==> src/rtl/mrf_pkg.sv <==
// rtl/mrf_pkg.sv - shared constants and state type for the MRF receive decoder
package mrf_pkg;

   localparam logic [7:0] K28_5     = 8'hBC;
   localparam logic [1:0] COMMA_ISK = 2'b01;

   typedef enum logic [1:0] {
      ST_IDLE   = 2'd0,
      ST_HUNT   = 2'd1,
      ST_CHECK  = 2'd2,
      ST_LOCKED = 2'd3
   } mrf_state_t;

endpackage

==> src/rtl/mrf_word_class.sv <==
// rtl/mrf_word_class.sv - combinational comma/error classification of one received word
module mrf_word_class
   import mrf_pkg::*;
(
   input  logic [7:0] data_lo,
   input  logic [1:0] rx_is_k,
   input  logic [1:0] rx_disperr,
   input  logic [1:0] rx_notintable,
   output logic       is_comma,
   output logic       is_err
);

   assign is_comma = (rx_is_k == COMMA_ISK) && (data_lo == K28_5);

   // Any K flag is only legal as part of the comma word
   assign is_err = (|rx_disperr) || (|rx_notintable) ||
                   ((rx_is_k != 2'b00) && !is_comma);

endmodule

==> src/rtl/mrf_rx_decoder.sv <==
// rtl/mrf_rx_decoder.sv - MRF frame alignment FSM, event/dbus extraction and counters
module mrf_rx_decoder
   import mrf_pkg::*;
#(
   parameter int FRAME_LEN   = 4,
   parameter int LOCK_FRAMES = 3,
   parameter int ERR_MAX     = 4
)(
   input  logic        aclk,
   input  logic        aresetn,
   input  logic        rx_reset_done,
   input  logic [15:0] rx_data,
   input  logic [1:0]  rx_is_k,
   input  logic [1:0]  rx_disperr,
   input  logic [1:0]  rx_notintable,
   input  logic        err_clr,
   output logic        locked,
   output logic [7:0]  event_code,
   output logic        event_valid,
   output logic [7:0]  dbus,
   output logic        dbus_valid,
   output logic [31:0] frame_cnt,
   output logic [15:0] err_cnt
);

   localparam int               POS_W    = (FRAME_LEN > 2) ? $clog2(FRAME_LEN) : 1;
   localparam logic [POS_W-1:0] POS_LAST = POS_W'(FRAME_LEN - 1);
   localparam logic [3:0]       LOCK_N   = 4'(LOCK_FRAMES);
   localparam logic [3:0]       ERR_N    = 4'(ERR_MAX);

   mrf_state_t       state, nxt_state;
   logic [POS_W-1:0] pos, nxt_pos;
   logic [3:0]       good_cnt, nxt_good;
   logic [3:0]       err_run, nxt_err_run;
   logic             is_comma, is_err, at_sof, to_hunt;
   logic             qualify, ev_ok, frame_inc;

   mrf_word_class u_class (
      .data_lo       (rx_data[7:0]),
      .rx_is_k       (rx_is_k),
      .rx_disperr    (rx_disperr),
      .rx_notintable (rx_notintable),
      .is_comma      (is_comma),
      .is_err        (is_err)
   );

   assign at_sof = (pos == '0);
   assign locked = (state == ST_LOCKED);

   always_comb begin
      nxt_state   = state;
      nxt_good    = good_cnt;
      nxt_err_run = err_run;
      to_hunt     = 1'b0;
      if (is_comma && state != ST_IDLE)
         nxt_pos = POS_W'(1);
      else
         nxt_pos = (pos == POS_LAST) ? '0 : pos + 1'b1;

      case (state)
         ST_IDLE: begin
            if (rx_reset_done)
               nxt_state = ST_HUNT;
         end
         ST_HUNT: begin
            if (is_comma) begin
               nxt_good  = 4'd1;
               nxt_state = (LOCK_N == 4'd1) ? ST_LOCKED : ST_CHECK;
            end
         end
         ST_CHECK: begin
            if (is_err || (is_comma != at_sof))
               to_hunt = 1'b1;
            else if (is_comma) begin
               nxt_good = good_cnt + 4'd1;
               if (good_cnt + 4'd1 == LOCK_N)
                  nxt_state = ST_LOCKED;
            end
         end
         ST_LOCKED: begin
            // Misplacement drops lock at once; errors only after a run of ERR_MAX
            if (is_comma != at_sof)
               to_hunt = 1'b1;
            else if (is_err) begin
               if (err_run + 4'd1 == ERR_N)
                  to_hunt = 1'b1;
               else
                  nxt_err_run = err_run + 4'd1;
            end else
               nxt_err_run = 4'd0;
         end
         default: nxt_state = ST_IDLE;
      endcase

      if (to_hunt) begin
         nxt_state   = ST_HUNT;
         nxt_good    = 4'd0;
         nxt_err_run = 4'd0;
      end
      if (!rx_reset_done) begin
         nxt_state   = ST_IDLE;
         nxt_good    = 4'd0;
         nxt_err_run = 4'd0;
      end
   end

   // A word only qualifies if it also keeps us locked
   assign qualify   = (state == ST_LOCKED) && (nxt_state == ST_LOCKED) && !is_err;
   assign ev_ok     = qualify && !is_comma && (rx_data[7:0] != 8'h00);
   assign frame_inc = (state == ST_LOCKED) && is_comma && at_sof && !is_err;

   always_ff @(posedge aclk or negedge aresetn) begin
      if (!aresetn) begin
         state       <= ST_IDLE;
         pos         <= '0;
         good_cnt    <= 4'd0;
         err_run     <= 4'd0;
         event_code  <= 8'h00;
         event_valid <= 1'b0;
         dbus        <= 8'h00;
         dbus_valid  <= 1'b0;
         frame_cnt   <= 32'd0;
         err_cnt     <= 16'd0;
      end else begin
         state       <= nxt_state;
         pos         <= nxt_pos;
         good_cnt    <= nxt_good;
         err_run     <= nxt_err_run;
         dbus_valid  <= qualify;
         event_valid <= ev_ok;
         if (qualify)
            dbus <= rx_data[15:8];
         if (ev_ok)
            event_code <= rx_data[7:0];
         if (frame_inc)
            frame_cnt <= frame_cnt + 32'd1;
         if (err_clr)
            err_cnt <= 16'd0;
         else if (is_err && state != ST_IDLE && err_cnt != 16'hFFFF)
            err_cnt <= err_cnt + 16'd1;
      end
   end

endmodule
==> config.mk <==
export PLATFORM = sky130hd
export DESIGN_NAME = mrf_rx_decoder
export DESIGN_NICKNAME = d
export VERILOG_FILES = /design/src/rtl/mrf_pkg.sv /design/src/rtl/mrf_word_class.sv /design/src/rtl/mrf_rx_decoder.sv
export SDC_FILE = /design/constraint.sdc
export NUM_CORES = 1
export LEC_CHECK = 0
export CAP_MARGIN = 10
export CORE_ASPECT_RATIO = 0.6
export CORE_MARGIN = 2
export CORE_UTILIZATION = 28
export DETAILED_ROUTE_END_ITERATION = 12
export GPL_TIMING_DRIVEN = 0
export PLACE_DENSITY = 0.55
export SLEW_MARGIN = 20
export SYNTH_ARGS = -nofsm -noshare
export SYNTH_HDL_FRONTEND = slang
export SYNTH_SLANG_ARGS = --single-unit
==> constraint.sdc <==
create_clock -name aclk -period 2.65 [get_ports aclk]
set_input_delay 0.53 -clock aclk [delete_from_list [all_inputs] [get_ports aclk]]
set_output_delay 0.53 -clock aclk [all_outputs]
set_load 0.03 [all_outputs]
==> flow_summary.yaml, run 1 <==
clocking:
  cts.path.max_buffers: 2
  postCtsHoldBufs: 0
  clk_pin_slew_ns: 0.06
  numCtsBuffers: 9
  cts_tree: "done"
  root_buffer: "clkbuf_16"
  htree_num_levels: 3
  clock_sinks: 78
  clkLatencyLatePin_ns: 0.33
timing:
  min_period_over_period: 0.946
  hold_ws_ns: 0.238
  worst_pin_slew_ns: 0.694
  rsz0062_at_grt: "false"
  drv_slew: 0
  finalSetupViolations: 0
  max_freq_mhz: 399
  finalClockSkew_ns: 0.00903
  final-hold-violation-count: 0
  min_period_ns: 2.51
  timing.slew.headroom: 0.537
placement:
  port_buffers: 91
  gp_congestion: 0.871
  hpwl_um: 7460
synthesis:
  synth_flop_cell: "dfrtp_1"
  synthDistinctLibCells: 56
  synth_top_area_frac: 0.494
  synth_area_leaders: "dfrtp_1 49%, xnor2_1 5.1%, xor2_1 4.9%, mux2_2 4.6%, ha_1 4.1%"
  synth_area_per_cell_um2: 10.9
  ys_seq_area_frac: 0.494
  synthArstFlopShare: 1.00
  synth_cells: 364
  synth.ff_latch_count: 78
  mappedNetlistNets: 403
  syn_area_mm2: 0.00395
  yosysWarnings: 0
  synth_edf_count: 0
  yosys.area.top_type: "dfrtp_1"
drt:
  first_pass_iters: 4
  drt_iter0_markers: 115
  postRouteWirelength_um: 9840
  routedWlPerCell_um: 14.8
  viasPerCell: 4.73
  via_count: 3147
  drc: 0
  ant_nets: 0
die:
  core-area_mm2: 0.0137
  num_io_pins: 93
  dieArea_mm2: 0.0151
  start_util: 0.288
  num_rows: 33
  die_y_um: 96
  die_w_um: 157
setup_path:
  r2r-end: "event_code[1]"
  crit_path_end_kind: "register"
  critPathRequiredTime_ns: 2.87
  reg2reg_depth: 8
  critPathArrivalTime_ns: 2.73
  r2r-start: "state[0]"
  cp-start-kind: "input pin"
  crit_fanout: 8
  r2r_slack_ns: 0.15
  critical_path_class: "input pin to register"
final_layout:
  nets: 508
  num_antenna_cells: 0
  fillers: 1327
  final_common_cell: "clkdlybuf4s50_1"
  drive_gt1_frac: 0.124
  most-common-layout-cells: "90 x clkdlybuf4s50_1, 77 x dfrtp_1, 31 x nor2_1, 31 x nand2_1, 23 x xnor2_1"
  area_growth_pct: 37.9
grt:
  grtUsageTotal: 0.141
  overflow: 0
  grt_pass1_wl_um: 16300
  first_global_vias: 3123
  grt_max_degree: 53
  antenna_found_initial: 0
worst_hold_path:
  hp-class: "input pin to async pin"
flow_run:
  maxCapViolations: 0
power_and_ir_drop:
  p_leak_uw: 0.00233
  clock_power_share: 0.458
  switching_power_uw: 596
  seqPwrFrac: 0.477
  power.internal_uw: 1930
  ir_drop_v: 0.000245
  pwr-share-comb: 0.065
  powerDensity_mw_per_mm2: 464
  swShare: 0.236
  total_power_uw: 2530
status:
  status: "complete, no violations"
## worst max-delay path by stage
stage | slack [ns] | cells past startpoint | endpoint | from
6_report | 0.14 | 7 | event_code[7] | rx_data[1]
5_1_grt | 0.005 | 7 | event_code[7] | rx_data[1]
4_1_cts | 0.03 | 8 | event_code[1] | state[0]
3_5_place_dp | -0.32 | 7 | frame_cnt[31] | rx_disperr[1]
3_3_place_gp | -1.93 | 1 | frame_cnt[27] | aresetn
2_1_floorplan | 0.16 | 8 | dbus[0] | state[0]
## kinds of logic (layout without fill, tap and decap cells)
logic type / count (synthesis) / count (layout) / share of synthesized area
simple gates: 149 / 149 / 0.220
flops: 78 / 78 / 0.494
compound gates: 45 / 45 / 0.0782
xor+xnor: 45 / 45 / 0.0998
mux: 18 / 18 / 0.0510
buf+inv: 16 / 126 / 0.0162
fa+ha+maj: 13 / 13 / 0.0412
## cell usage after synthesis, drive strengths merged, types with 3 or more instances
library cell  instances
clkbuf                3
nor2b                 3
nor2                 32
dfrtp                78
nand4                14
and4                 11
and3                  5
nand3                22
ha                   13
or3                   4
and2                  5
xnor2                23
mux2                 17
a31oi                 3
inv                  11
xor2                 22
nand2                32
nor4                  3
a21oi                11
o21ai                11
nor3                  7
## critical path: stages
cell and delay (ns):
clkdlybuf4s50_1 0.48, or3_4 0.43, nor3_2 0.25, o311ai_1 0.16, nor2_2 0.27, nand4_4 0.23, mux2_1 0.36
## registers in the layout, summed over array words and instances, names as in the netlist
name and count:
event_code 8, event_valid 1, state 2, pos 2, good_cnt 4, err_cnt 16
dbus_valid 1, err_run 4, frame_cnt 32, dbus 8
## stage by stage
step                std cells  TNS [ns]  setup WS [ns]  instance area [um^2]   util
floorplan                 364         0          0.164                  3950      -
CTS                       664         0         0.0257                  5410  0.394
global placement          647   -157.48          -1.93                  5100  0.372
detailed placement        648     -8.99         -0.324                  5120  0.373
global route              666         0        0.00491                  5450  0.397
finish                    666         0          0.144                  5450  0.397
## routing by layer
metal  GRT usage  vias up  part of all wire
met5           0        -                 0
met4      0.0417        0            0.0088
met3      0.0522        7             0.069
met2       0.199       99              0.41
met1       0.201     1533              0.51
li1            -     1508                 -
## final cells by class
cell class,count,area (um^2),area share
plain buffers,5,23.8,0.00437
clock buffers,12,246,0.0453
repair buffers,94,943,0.173
clock inverters,4,31.3,0.00574
flip-flops and latches,78,1950,0.359
well taps,192,240,0.0441
inverters,11,41.3,0.00758
multi-input cells,270,1970,0.361
## power by group through the flow
| stage | Clock, uW | Sequential, uW | Combinational, uW |
|---|---|---|---|
| 2_1_floorplan | 0 | 1230 | 58.8 |
| 3_3_place_gp | 0 | 1230 | 156 |
| 3_5_place_dp | 0 | 1230 | 163 |
| 4_1_cts | 1200 | 1210 | 165 |
| 5_1_grt | 1260 | 1210 | 186 |
| 6_report | 1160 | 1210 | 165 |
## timing repair
item,4_1_cts,5_1_grt
endpoints found under the setup margin,16,31
pin swaps,1,3
gates resized for setup,2,6
setup buffers,0,2
Power figures use the tool's default switching activity.
==> inputs of run 2 (changes only) <==
- CORE_UTILIZATION: 28 -> 40
- PLACE_DENSITY: 0.55 -> 0.71
==> flow_summary.yaml, run 2 (synthesized netlist as in run 1, its figures left out) <==
setup_path:
  r2r-start: "state[0]"
  critical_path_class: "input pin to register"
  critPathRequiredTime_ns: 2.87
  reg2reg_depth: 8
  r2r-end: "event_code[2]"
  r2r_slack_ns: 0.13
  crit_path_end_kind: "register"
  critPathArrivalTime_ns: 2.73
  crit_fanout: 8
  cp-start-kind: "input pin"
grt:
  first_global_vias: 2981
  overflow: 0
  grtUsageTotal: 0.179
  grt_pass1_wl_um: 15000
  antenna_found_initial: 0
  grt_max_degree: 41
drt:
  routedWlPerCell_um: 15.0
  first_pass_iters: 4
  viasPerCell: 5.17
  drt_iter0_markers: 129
  drc: 0
  via_count: 3146
  ant_nets: 0
  postRouteWirelength_um: 9150
placement:
  dp_cells: 591
  port_buffers: 91
  hpwl_um: 6780
  gp_congestion: 0.888
die:
  num_io_pins: 93
  dieArea_mm2: 0.0107
  num_rows: 28
  die_y_um: 81.0
  start_util: 0.406
  die_w_um: 132
  core-area_mm2: 0.00974
timing:
  timing.slew.headroom: 0.590
  worst_pin_slew_ns: 0.607
  max_freq_mhz: 397
  drv_slew: 0
  finalSetupViolations: 0
  rsz0062_at_grt: "false"
  min_period_ns: 2.52
  min_period_over_period: 0.950
  final-hold-violation-count: 0
  finalClockSkew_ns: 0.00336
final_layout:
  most-common-layout-cells: "90 x clkdlybuf4s50_1, 78 x dfrtp_1, 31 x nor2_1, 31 x nand2_1, 23 x xnor2_1"
  fillers: 886
  regMostFlops: "frame_cnt"
  num_antenna_cells: 0
  drive_gt1_frac: 0.127
  final_util: 0.550
  final_common_cell: "clkdlybuf4s50_1"
  reg.largest.list: "frame_cnt: 32 flops, err_cnt: 16 flops"
  layoutNonFillerInstCount: 608
  area_growth_pct: 35.7
  largest_reg_flops: 32
  nets: 507
worst_hold_path:
  hp-class: "input pin to async pin"
clocking:
  numCtsBuffers: 9
  root_buffer: "clkbuf_16"
  cts.path.max_buffers: 2
  htree_num_levels: 3
  postCtsHoldBufs: 0
  cts_tree: "done"
  clkLatencyLatePin_ns: 0.33
  clock_sinks: 78
  clk_pin_slew_ns: 0.06
flow_run:
  maxCapViolations: 0
power_and_ir_drop:
  powerDensity_mw_per_mm2: 473
  p_leak_uw: 0.00230
  ir_drop_v: 0.000335
status:
  status: "complete, no violations"
## run 2: worst max path at each step
stage	slack (ns)	endpoint	cells past startpoint	startpoint
after floorplan	0.16	dbus[0]	8	state[0]
final	0.13	event_code[7]	7	rx_data[1]
after global placement	-1.71	frame_cnt[29]	1	aresetn
after CTS	0.005	dbus[3]	8	state[0]
after detailed placement	-0.27	frame_cnt[19]	7	rx_disperr[1]
after global routing	0.01	err_cnt[13]	8	rx_is_k[1]
## run 2: cell type report
cell class / instances / area, um^2 / area share
clock inverter: 7 / 57.6 / 0.0107
multi-input combinational: 270 / 1960 / 0.365
clock buffer: 9 / 225 / 0.0420
buffer: 5 / 23.8 / 0.00444
inverter: 11 / 41.3 / 0.00770
sequential: 78 / 1950 / 0.364
timing repair buffer: 93 / 936 / 0.175
tap: 135 / 169 / 0.0315
## run 2: critical path, stage by stage
cell	delay, ns
clkdlybuf4s50_1	0.48
or3_4	0.43
nor3_2	0.25
o311ai_1	0.19
nor2_2	0.26
nand4_4	0.22
mux2_1	0.37
## run 2: metal layers
metal | wire (um) | GRT usage | share of wire
met5 | 0 | 0 | 0
met4 | 97 | 0.0505 | 0.011
met3 | 637 | 0.0655 | 0.070
met2 | 3880 | 0.263 | 0.42
met1 | 4530 | 0.249 | 0.50
## run 2: metrics by stage
stage          cell area [um^2]  total power, uW  TNS, ns  worst slack [ns]  hold WS (ns)
2_1_floorplan              3950             1290        0             0.164         0.234
3_3_place_gp               5030             1380  -138.45             -1.71         0.455
3_5_place_dp               5050             1390    -7.13            -0.266         0.467
4_1_cts                    5330             2570        0           0.00477         0.194
5_1_grt                    5360             2640        0           0.00986         0.212
6_report                   5360             2530        0             0.133         0.178
## run 2: where the power goes
group	total (uW)	internal (uW)	leakage, uW	switching, uW
Combinational	162	68.3	0.00109	93.8
Clock	1170	645	0.000129	521
Sequential	1210	1200	0.00108	8.17
## run 2: repair_timing
action,CTS,global route
setup buffers,0,1
setup endpoints to repair,0,26
gates resized for setup,0,7
==> inputs of run 3 (changes only) <==
- CTS_CLUSTER_SIZE: unset -> 8
==> results of run 3 <==
Final layout, timing and power as in run 2 (identical DEF).
